<file path="config.mk">
export PLATFORM = sky130hd
export DESIGN_NAME = alien_hit_detect
export DESIGN_NICKNAME = d
export VERILOG_FILES = /design/src/rtl/invaders_pkg.sv /design/src/rtl/hit_box_cmp.sv /design/src/rtl/alien_hit_detect.sv
export SDC_FILE = /design/constraint.sdc
export NUM_CORES = 1
export LEC_CHECK = 0
export ABC_AREA = 1
export CAP_MARGIN = 5
export CORE_UTILIZATION = 55
export CTS_BUF_LIST = sky130_fd_sc_hd__clkbuf_16
export DETAILED_ROUTE_END_ITERATION = 8
export GPL_ROUTABILITY_DRIVEN = 0
export PLACE_DENSITY = 0.9
export RECOVER_POWER = 25
export SYNTH_ARGS = -nofsm -noshare
export SYNTH_HDL_FRONTEND = slang
export SYNTH_SLANG_ARGS = --single-unit
</file>
<file path="constraint.sdc">
create_clock -name clk -period 4.8 [get_ports clk]
set_input_delay 0.48 -clock clk [delete_from_list [all_inputs] [get_ports clk]]
set_output_delay 0.48 -clock clk [all_outputs]
set_load 0.02 [all_outputs]
</file>
<file path="src/rtl/invaders_pkg.sv">
// Shared fleet geometry, scoring table and hit-detect FSM state type.
package invaders_pkg;

    localparam int unsigned ROWS      = 4;
    localparam int unsigned COLS      = 8;
    localparam int unsigned ALIEN_W   = 24;
    localparam int unsigned ALIEN_H   = 16;
    localparam int unsigned COL_PITCH = 40;
    localparam int unsigned ROW_PITCH = 32;

    // Box math is one bit wider than screen coords so fleet offsets never wrap.
    localparam int unsigned COORD_W   = 11;
    localparam int unsigned ROW_IW    = $clog2(ROWS);
    localparam int unsigned SCORE_W   = 10;

    localparam logic [SCORE_W-1:0] ROW_POINTS [ROWS] = '{10'd30, 10'd20, 10'd20, 10'd10};

    typedef enum logic [1:0] {
        IDLE   = 2'd0,
        SCAN   = 2'd1,
        REPORT = 2'd2,
        REFILL = 2'd3
    } state_t;

    function automatic logic [SCORE_W-1:0] row_points(input logic [ROW_IW-1:0] row);
        return ROW_POINTS[row];
    endfunction

endpackage

</file>
<file path="src/rtl/hit_box_cmp.sv">
// Point-in-box overlap test: half-open on the right and bottom edges.
module hit_box_cmp #(
    parameter int unsigned W = 11
) (
    input  logic [W-1:0] box_x,
    input  logic [W-1:0] box_y,
    input  logic [W-1:0] box_w,
    input  logic [W-1:0] box_h,
    input  logic [W-1:0] pt_x,
    input  logic [W-1:0] pt_y,
    output logic         hit
);

    logic [W-1:0] box_x_end;
    logic [W-1:0] box_y_end;

    assign box_x_end = box_x + box_w;
    assign box_y_end = box_y + box_h;

    assign hit = (pt_x >= box_x) && (pt_x < box_x_end) &&
                 (pt_y >= box_y) && (pt_y < box_y_end);

endmodule

</file>
<file path="src/rtl/alien_hit_detect.sv">
// Serial projectile-vs-fleet collision scan: one alien per cycle, first hit wins,
// kills the alien, scores it, and refills the fleet when the wave is cleared.
module alien_hit_detect #(
    parameter int unsigned ROWS      = invaders_pkg::ROWS,
    parameter int unsigned COLS      = invaders_pkg::COLS,
    parameter int unsigned ALIEN_W   = invaders_pkg::ALIEN_W,
    parameter int unsigned ALIEN_H   = invaders_pkg::ALIEN_H,
    parameter int unsigned COL_PITCH = invaders_pkg::COL_PITCH,
    parameter int unsigned ROW_PITCH = invaders_pkg::ROW_PITCH
) (
    input  logic                 clk,
    input  logic                 rst,
    input  logic                 proj_tick,
    input  logic                 proj_active,
    input  logic [9:0]           proj_xcoord,
    input  logic [9:0]           proj_ycoord,
    input  logic [9:0]           fleet_xcoord,
    input  logic [9:0]           fleet_ycoord,
    output logic [ROWS*COLS-1:0] alive,
    output logic                 hit_pulse,
    output logic                 proj_kill,
    output logic [9:0]           score,
    output logic                 wave_clear,
    output logic                 busy
);

    import invaders_pkg::*;

    localparam int unsigned N        = ROWS * COLS;
    localparam int unsigned IW       = $clog2(N);
    localparam int unsigned CW       = COORD_W;
    localparam logic [IW-1:0] LAST_IDX  = IW'(N - 1);
    localparam logic [10:0]   SCORE_MAX = 11'd1023;

    state_t        state_q, state_d;
    logic [IW-1:0] idx_q, idx_d;
    logic [9:0]    px_q, px_d, py_q, py_d, fx_q, fx_d, fy_q, fy_d;
    logic          cmp_valid_q, cmp_valid_d;
    logic          hit_q, hit_d;
    logic          last_q, last_d;
    logic [IW-1:0] hit_idx_q, hit_idx_d;
    logic [N-1:0]  alive_d;
    logic [9:0]    score_d;
    logic          hit_pulse_d, proj_kill_d, wave_clear_d, busy_d;

    logic [IW-1:0] col_c, row_c;
    logic [CW-1:0] box_x_c, box_y_c;
    logic          box_hit_c, hit_c;
    logic          start_c, kill_c;
    logic [N-1:0]  alive_after_c;
    logic [9:0]    pts_c;
    logic [10:0]   score_sum_c;

    // Origin of the alien under test, computed from the latched fleet position.
    assign col_c   = IW'(idx_q % COLS);
    assign row_c   = IW'(idx_q / COLS);
    assign box_x_c = CW'(fx_q) + CW'(col_c) * CW'(COL_PITCH);
    assign box_y_c = CW'(fy_q) + CW'(row_c) * CW'(ROW_PITCH);

    hit_box_cmp #(.W(CW)) u_hit_box_cmp (
        .box_x (box_x_c),
        .box_y (box_y_c),
        .box_w (CW'(ALIEN_W)),
        .box_h (CW'(ALIEN_H)),
        .pt_x  (CW'(px_q)),
        .pt_y  (CW'(py_q)),
        .hit   (box_hit_c)
    );

    assign hit_c         = box_hit_c && alive[idx_q];
    assign start_c       = (state_q == IDLE) && proj_tick && proj_active;
    assign kill_c        = (state_q == SCAN) && cmp_valid_q && hit_q;
    assign alive_after_c = alive & ~(N'(1) << hit_idx_q);
    assign pts_c         = row_points(ROW_IW'(hit_idx_q / COLS));
    assign score_sum_c   = 11'(score) + 11'(pts_c);

    // Next-state and registered-output logic.
    always_comb begin
        state_d      = state_q;
        idx_d        = idx_q;
        px_d         = px_q;
        py_d         = py_q;
        fx_d         = fx_q;
        fy_d         = fy_q;
        cmp_valid_d  = cmp_valid_q;
        hit_d        = hit_q;
        last_d       = last_q;
        hit_idx_d    = hit_idx_q;
        alive_d      = alive;
        score_d      = score;
        hit_pulse_d  = 1'b0;
        proj_kill_d  = 1'b0;
        wave_clear_d = 1'b0;

        case (state_q)
            IDLE: begin
                if (start_c) begin
                    state_d     = SCAN;
                    idx_d       = '0;
                    px_d        = proj_xcoord;
                    py_d        = proj_ycoord;
                    fx_d        = fleet_xcoord;
                    fy_d        = fleet_ycoord;
                    cmp_valid_d = 1'b0;
                    hit_d       = 1'b0;
                    last_d      = 1'b0;
                end
            end
            SCAN: begin
                // Compare result is registered; it is acted on one cycle later.
                cmp_valid_d = 1'b1;
                hit_d       = hit_c;
                hit_idx_d   = idx_q;
                last_d      = (idx_q == LAST_IDX);
                if (idx_q != LAST_IDX) begin
                    idx_d = idx_q + IW'(1);
                end
                if (kill_c) begin
                    state_d      = REPORT;
                    alive_d      = alive_after_c;
                    score_d      = (score_sum_c > SCORE_MAX) ? 10'(SCORE_MAX) : score_sum_c[9:0];
                    hit_pulse_d  = 1'b1;
                    proj_kill_d  = 1'b1;
                    wave_clear_d = (alive_after_c == '0);
                end else if (cmp_valid_q && last_q) begin
                    state_d = IDLE;
                end
            end
            REPORT: begin
                if (alive == '0) begin
                    state_d = REFILL;
                    alive_d = '1;
                end else begin
                    state_d = IDLE;
                end
            end
            REFILL: begin
                state_d = IDLE;
            end
            default: begin
                state_d = IDLE;
            end
        endcase

        busy_d = (state_d != IDLE);
    end

    always_ff @(posedge clk or negedge rst) begin
        if (!rst) begin
            state_q     <= IDLE;
            idx_q       <= '0;
            px_q        <= '0;
            py_q        <= '0;
            fx_q        <= '0;
            fy_q        <= '0;
            cmp_valid_q <= 1'b0;
            hit_q       <= 1'b0;
            last_q      <= 1'b0;
            hit_idx_q   <= '0;
            alive       <= '1;
            score       <= '0;
            hit_pulse   <= 1'b0;
            proj_kill   <= 1'b0;
            wave_clear  <= 1'b0;
            busy        <= 1'b0;
        end else begin
            state_q     <= state_d;
            idx_q       <= idx_d;
            px_q        <= px_d;
            py_q        <= py_d;
            fx_q        <= fx_d;
            fy_q        <= fy_d;
            cmp_valid_q <= cmp_valid_d;
            hit_q       <= hit_d;
            last_q      <= last_d;
            hit_idx_q   <= hit_idx_d;
            alive       <= alive_d;
            score       <= score_d;
            hit_pulse   <= hit_pulse_d;
            proj_kill   <= proj_kill_d;
            wave_clear  <= wave_clear_d;
            busy        <= busy_d;
        end
    end

endmodule
</file>
**Word level (Yosys, flattened, before mapping)**

Index checks and enable logic that the tools add are counted.

- Word-level logic and storage cells: 87
- Bits in read-only memories: 0
- RAM bits: 0
- Output and inout port bits: 46
- Bits of input ports: 44
- Bits in latches: 0
- Memories kept: 0
- Register bits after elaboration: 100

- Muxes and demuxes: 25
- $add $sub $neg: 6
- Order comparisons: 7
- $mul: 1
- Div/mod/pow operators: 0
- Shift-type cells: 1
- Equal/unequal tests: 9
- Reduce and logical (&&, ||, !) cells: 20
- Bitwise gates (word level): 3

Operator list:

| operator | count |
|---|---|
| $logic_not A32 Y1 | 2 |
| $mux W32 | 2 |
| $pmux W32 S2 | 1 |
| $and A32 B32 Y32 | 1 |
| $not A32 Y32 | 1 |
| $shl A1 B5 Y32 const A | 1 |
| $mux W10 | 3 |
| $add A11 B5 Y11 const B | 2 |
| $ge A10 B11 Y1 | 2 |
| $lt A10 B11 Y1 | 2 |
| $bmux W10 S2 | 1 |
| $add A10 B10 Y11 | 1 |
| $add A10 B7 Y11 | 1 |
| $add A10 B9 Y11 | 1 |
| $gt A11 B10 Y1 const B | 1 |
| $mux W5 | 2 |
| $pmux W5 S2 | 1 |
| $logic_and A1 B1 Y1 | 9 |
| $mux W2 | 4 |
| $pmux W2 S4 | 1 |
| $lt A5 B6 Y1 const B | 1 |
| $mul A3 B3 Y6 const B | 1 |
| $mux W1 | 6 |
| $ne A2 B2 Y1 const B | 3 |
| 14 further kinds | 22 |

**Depth between registers and ports, before layout**

- Depth after elaboration: 9
- Gate-level depth with buffers: 23
- Gate-level depth less buffers: 23

**Modules after synthesis**

From an unflattened synthesis, not the netlist that was laid out.

- Cells, all modules: 1071
- Area total of the unflattened synthesis: 7692.4 µm²

Modules (own cells, without submodules):

| module | instances | cells an instance | area each (µm²) |
|---|---|---|---|
| alien_hit_detect | 1 | 738 | 5590.4 |
| hit_box_cmp | 1 | 333 | 2102.0 |

**Worst setup path after synthesis**

No wires, ideal clock.

- Kind: register to register
- Start: register idx_q[0]
- End: register hit_q
- Cell stages (with the launch flop): 22
- Setup slack: 2.025 ns
- Period minus slack after synthesis: 2.775 ns
- Data arrival time: 2.710 ns
- Required time: 4.735 ns
- Path buffers: 0
- Setup time: 0.065 ns
- Path through: dfrtp_1 ha_1 ha_1 ha_1 ha_1 a21oi_1 nand2_1 nand2_1 nand2_1 xor2_1 ha_1 nand2_1 inv_1 nand2_1 nand2_1 nand2_1 nand2_1 nand2_1 nand2_1 nor2_1 nand2_1 nand2_1

- Word-level cells in the longest chain between the ends: 9

RTL lines:

| what | line | source |
|---|---|---|
| start, declared | alien_hit_detect.sv:36 | `logic [IW-1:0] idx_q, idx_d;` |
| start signal, assigned | alien_hit_detect.sv:168 | `idx_q <= idx_d;` |
| $mul A3 B3 Y6 | alien_hit_detect.sv:57 | `assign box_x_c = CW'(fx_q) + CW'(col_c) * CW'(COL_PITCH);` |
| $add A10 B9 Y11 | alien_hit_detect.sv:57 |  |
| $add A11 B5 Y11 | hit_box_cmp.sv:17 | `assign box_x_end = box_x + box_w;` |
| $lt A10 B11 Y1 | hit_box_cmp.sv:20 | `assign hit = (pt_x >= box_x) && (pt_x < box_x_end) &&` |
| $logic_and A1 B1 Y1 (2 in series) | hit_box_cmp.sv:20 |  |
| $logic_and A1 B1 Y1 | hit_box_cmp.sv:21 | `(pt_y >= box_y) && (pt_y < box_y_end);` |
| $logic_and A1 B1 Y1 * | alien_hit_detect.sv:70 | `assign hit_c = box_hit_c && alive[idx_q];` |
| $pmux W1 S2 * | alien_hit_detect.sv:95 | `case (state_q)` |
| end signal, assigned | alien_hit_detect.sv:174 | `hit_q <= hit_d;` |
| end, declared | alien_hit_detect.sv:39 | `logic hit_q, hit_d;` |

Mark *: on every way between the ends. The rest lies on a longest branch, timed or not. The select of a mux whose other input is x is not followed.
A chain may end at the register's enable or synchronous reset.

**Final worst setup path**

Ends and elaborated chain as after synthesis.

==> impl_metrics.toml <==
[logic_synthesis]
synth_compound_area_share_pct = 10.7
synth.top_cell.area_share_pct = 26.8
synth_xor_xnor_area_share_pct = 1.66
yosysUniqueCellTypes = 33
synthMuxAreaShare_pct = 0
synth_seq_area_share_pct = 40.1
syn_area_um2 = 6340
yosys.area_share.simple_pct = 28.2
synth_nets = 940
synth_area_per_cell_um2 = 7.57
synth_top_family_by_area = "simple AND/OR/NAND/NOR gates"
ys_seq_elements = 100
syn_inst = 838
synth_adder_area_share_pct = 11.8
ys_warn_count = 0
yosysTopAreaCell = "dfrtp_1"
synth_edf_count = 0
synthFlopType = "dfrtp_1"
post_synth_main_area_contributors = "dfrtp_1, nand2_1, dfstp_2, ha_1, inv_1"
async_flop_share_pct = 100

[timing]
setup_violations = 0
slew_violations = 50
fmax_mhz = 291
tns_ns = 0
rsz0062_at_grt = "false"
maxSlewHeadroom_pct = -74.3
period_needed_ns = 3.43
final-hold-violation-count = 0
worst_pin_slew_ns = 2.62
timing.final.crit_share_pct = 71.5
fin_skew_ns = 0.00723

[clock_tree]
clkLatencyLatePin_ns = 0.35
clock-root-buffer = "clkbuf_16"
ctsResizeCount = 0
numClockSinks = 100
post-cts-setup-buffers = 0
cts_hold_buf = 0
cts_tree = "yes"
cts_buffer_depth = 2
path_clk_slew_ns = 0.07
htreeDepth = 3
cts_buffers = 9

[drt]
firstDrtPassIters = 7
drc = 0
via_per_inst = 5.63
vias = 5958
ant_nets = 0
routedWlPerCell_um = 14.5
routed_wl_um = 15400
first_iter_violations = 373

[final_layout]
drive_gt1_share_pct = 5.99
syn_to_final_growth_pct = 19.0
final_common_cell = "nand2_1"
post-route-util_pct = 68.4
final_nets = 1015
layout_common_cells = "nand2_1, inv_1, clkdlybuf4s50_1"
diodes = 0

[critical_path]
arrival_ns = 3.72
slowest_delay_ns = 0.65
crit_start = "idx_q[0]"
path_cells = "ha_1 > ha_1 > ha_1 > ha_1 > a21oi_1 > nand2_1 > nand2_1 > nand2_1 > nor3_1 > xor2_1 > ha_1 > nand2_1 > nand2_1 > nand2_1 > nand2_1 > nor2_1 > nand2_1 > nand2_1"
setup.worst_path.class = "reg -> reg"
start_kind = "flip-flop"
critPathRequiredTime_ns = 5.08
r2r_start = "idx_q[0]"
cp_max_fo = 24
critPathCaptureType = "flip-flop"
critPathSlowestCell = "dfrtp_1"
crit_top_cell = "nand2_1"

[power_and_ir_drop]
pwr_density_cell_nw_per_um2 = 697
p_int_w = 0.00279
worst_ir_drop_vdd_mv = 0.476
p_leak_nw = 3.79
switchingPower_w = 0.00247
sequentialPowerShare_pct = 29.3
p_clk_share_pct = 12.9
switching_share_pct = 46.9
pwr-share-comb_pct = 57.8

[placed_design]
io_buffers = 89
dp_hpwl_um = 10900

[floorplan]
coreArea_um2 = 11000
io_pins = 90
start_util_pct = 57.5
die_area_um2 = 12000
die_y_um = 109
die_w_um = 109
num_rows = 38

[global_routing]
grt_max_degree = 65
antenna_found_initial = 0
globalRouteOverflowTotal = 0
grt_pass1_vias = 5622
grt_pass1_wl_um = 25700
grt_use_total_pct = 27.4

[status]
outcome = "finished, violations left"
violations = "capacitance limit, slew limit"

[worst_hold_path]
min_from = "score[0]"
min_path_type = "reg -> reg"

[flow_run]
cap_viol_max_count = 1
## logic make-up (layout without fill, tap and decap cells)
family,after synthesis,count (layout)
xor gates and xnor gates,12,12
DFF,100,100
buffers and inverters,118,198
adders and majority gates,58,58
and+or+nand+nor,426,426
AOI/OAI and AO/OA,124,124
## final timing paths
| kind | endpoint | slack (ns) | cells past startpoint |
|---|---|---|---|
| setup / recovery | hit_q | 1.37 | 18 |
| hold / removal | score[0] | 0.47 | 2 |
| setup reg to reg | hit_q | 1.37 | 18 |
| hold reg to reg | score[0] | 0.47 | 2 |
| max in group asynchronous | fx_q[3] | 1.52 | 2 |
| min in group asynchronous | py_q[5] | 0.94 | 1 |
## flip-flops by register name, indices dropped and copies added, names as in the netlist
name         flops
idx_q            5
hit_idx_q        5
fy_q            10
state_q          2
busy             1
wave_clear       1
cmp_valid_q      1
last_q           1
py_q            10
fx_q            10
alive           32
proj_kill        1
score           10
px_q            10
hit_q            1
## per-stage QoR
| step | setup slack [ns] | power [W] | cell area (um^2) | cells | hold WS (ns) |
|---|---|---|---|---|---|
| 6_report | 1.37 | 0.00526 | 7550 | 1058 | 0.466 |
| 5_1_grt | 0.822 | 0.00580 | 7550 | 1058 | 0.526 |
| 4_1_cts | 1.38 | 0.00526 | 7560 | 1058 | 0.166 |
| 3_5_place_dp | 1.45 | 0.00454 | 7290 | 1042 | 0.456 |
| 3_3_place_gp | 1.59 | 0.00441 | 7290 | 1042 | 0.446 |
| 2_1_floorplan | 2.03 | 0.00373 | 6340 | 838 | 0.184 |
## routing by layer
layer | share of wire (%) | track usage [%] | vias to the layer above
met4 | 2.2 | 8.95 | 0
met3 | 7.3 | 5.51 | 43
met2 | 48 | 46.2 | 250
met1 | 43 | 35.3 | 2761
met5 | 0 | 0 | -
li1 | - | - | 2904
## cells in the mapped netlist (4+ instances only)
library cell and count:
nand2_1 257, inv_1 85, nor2_1 72, dfrtp_1 68, nand3_1 62, ha_1 55, o21ai_0 54, a31oi_1 35
dfstp_2 32, a21oi_1 24, clkbuf_1 17, nand4_1 10, nor3_1 9, xor2_1 8, buf_2 7, o21ai_1 6
nand3b_1 5, o21a_1 5, xnor2_1 4
## layout make-up
type,instances,area (um^2)
tap,140,175
clock buffer,10,250
inverter,89,334
sequential,100,2540
multi-input combinational,620,3310
timing repair buffer,93,912
fill,883,3480
clock inverter,6,22.5
## power by group through the flow
stage	clock [W]	combinational [W]	sequential, W
finish	0.000678	0.00304	0.00154
global route	0.000723	0.00349	0.00158
CTS	0.000686	0.00304	0.00153
detailed placement	0	0.00300	0.00154
global placement	0	0.00287	0.00153
floorplan	0	0.00223	0.00150
## critical path: cells and delay by family (launching register included)
family	cells	cell delay, ns
fa+ha+maj	5	1.41
flops	1	0.65
compound gates	1	0.21
xor+xnor	1	0.19
simple gates	11	0.93
Power figures use the tool's default switching activity.
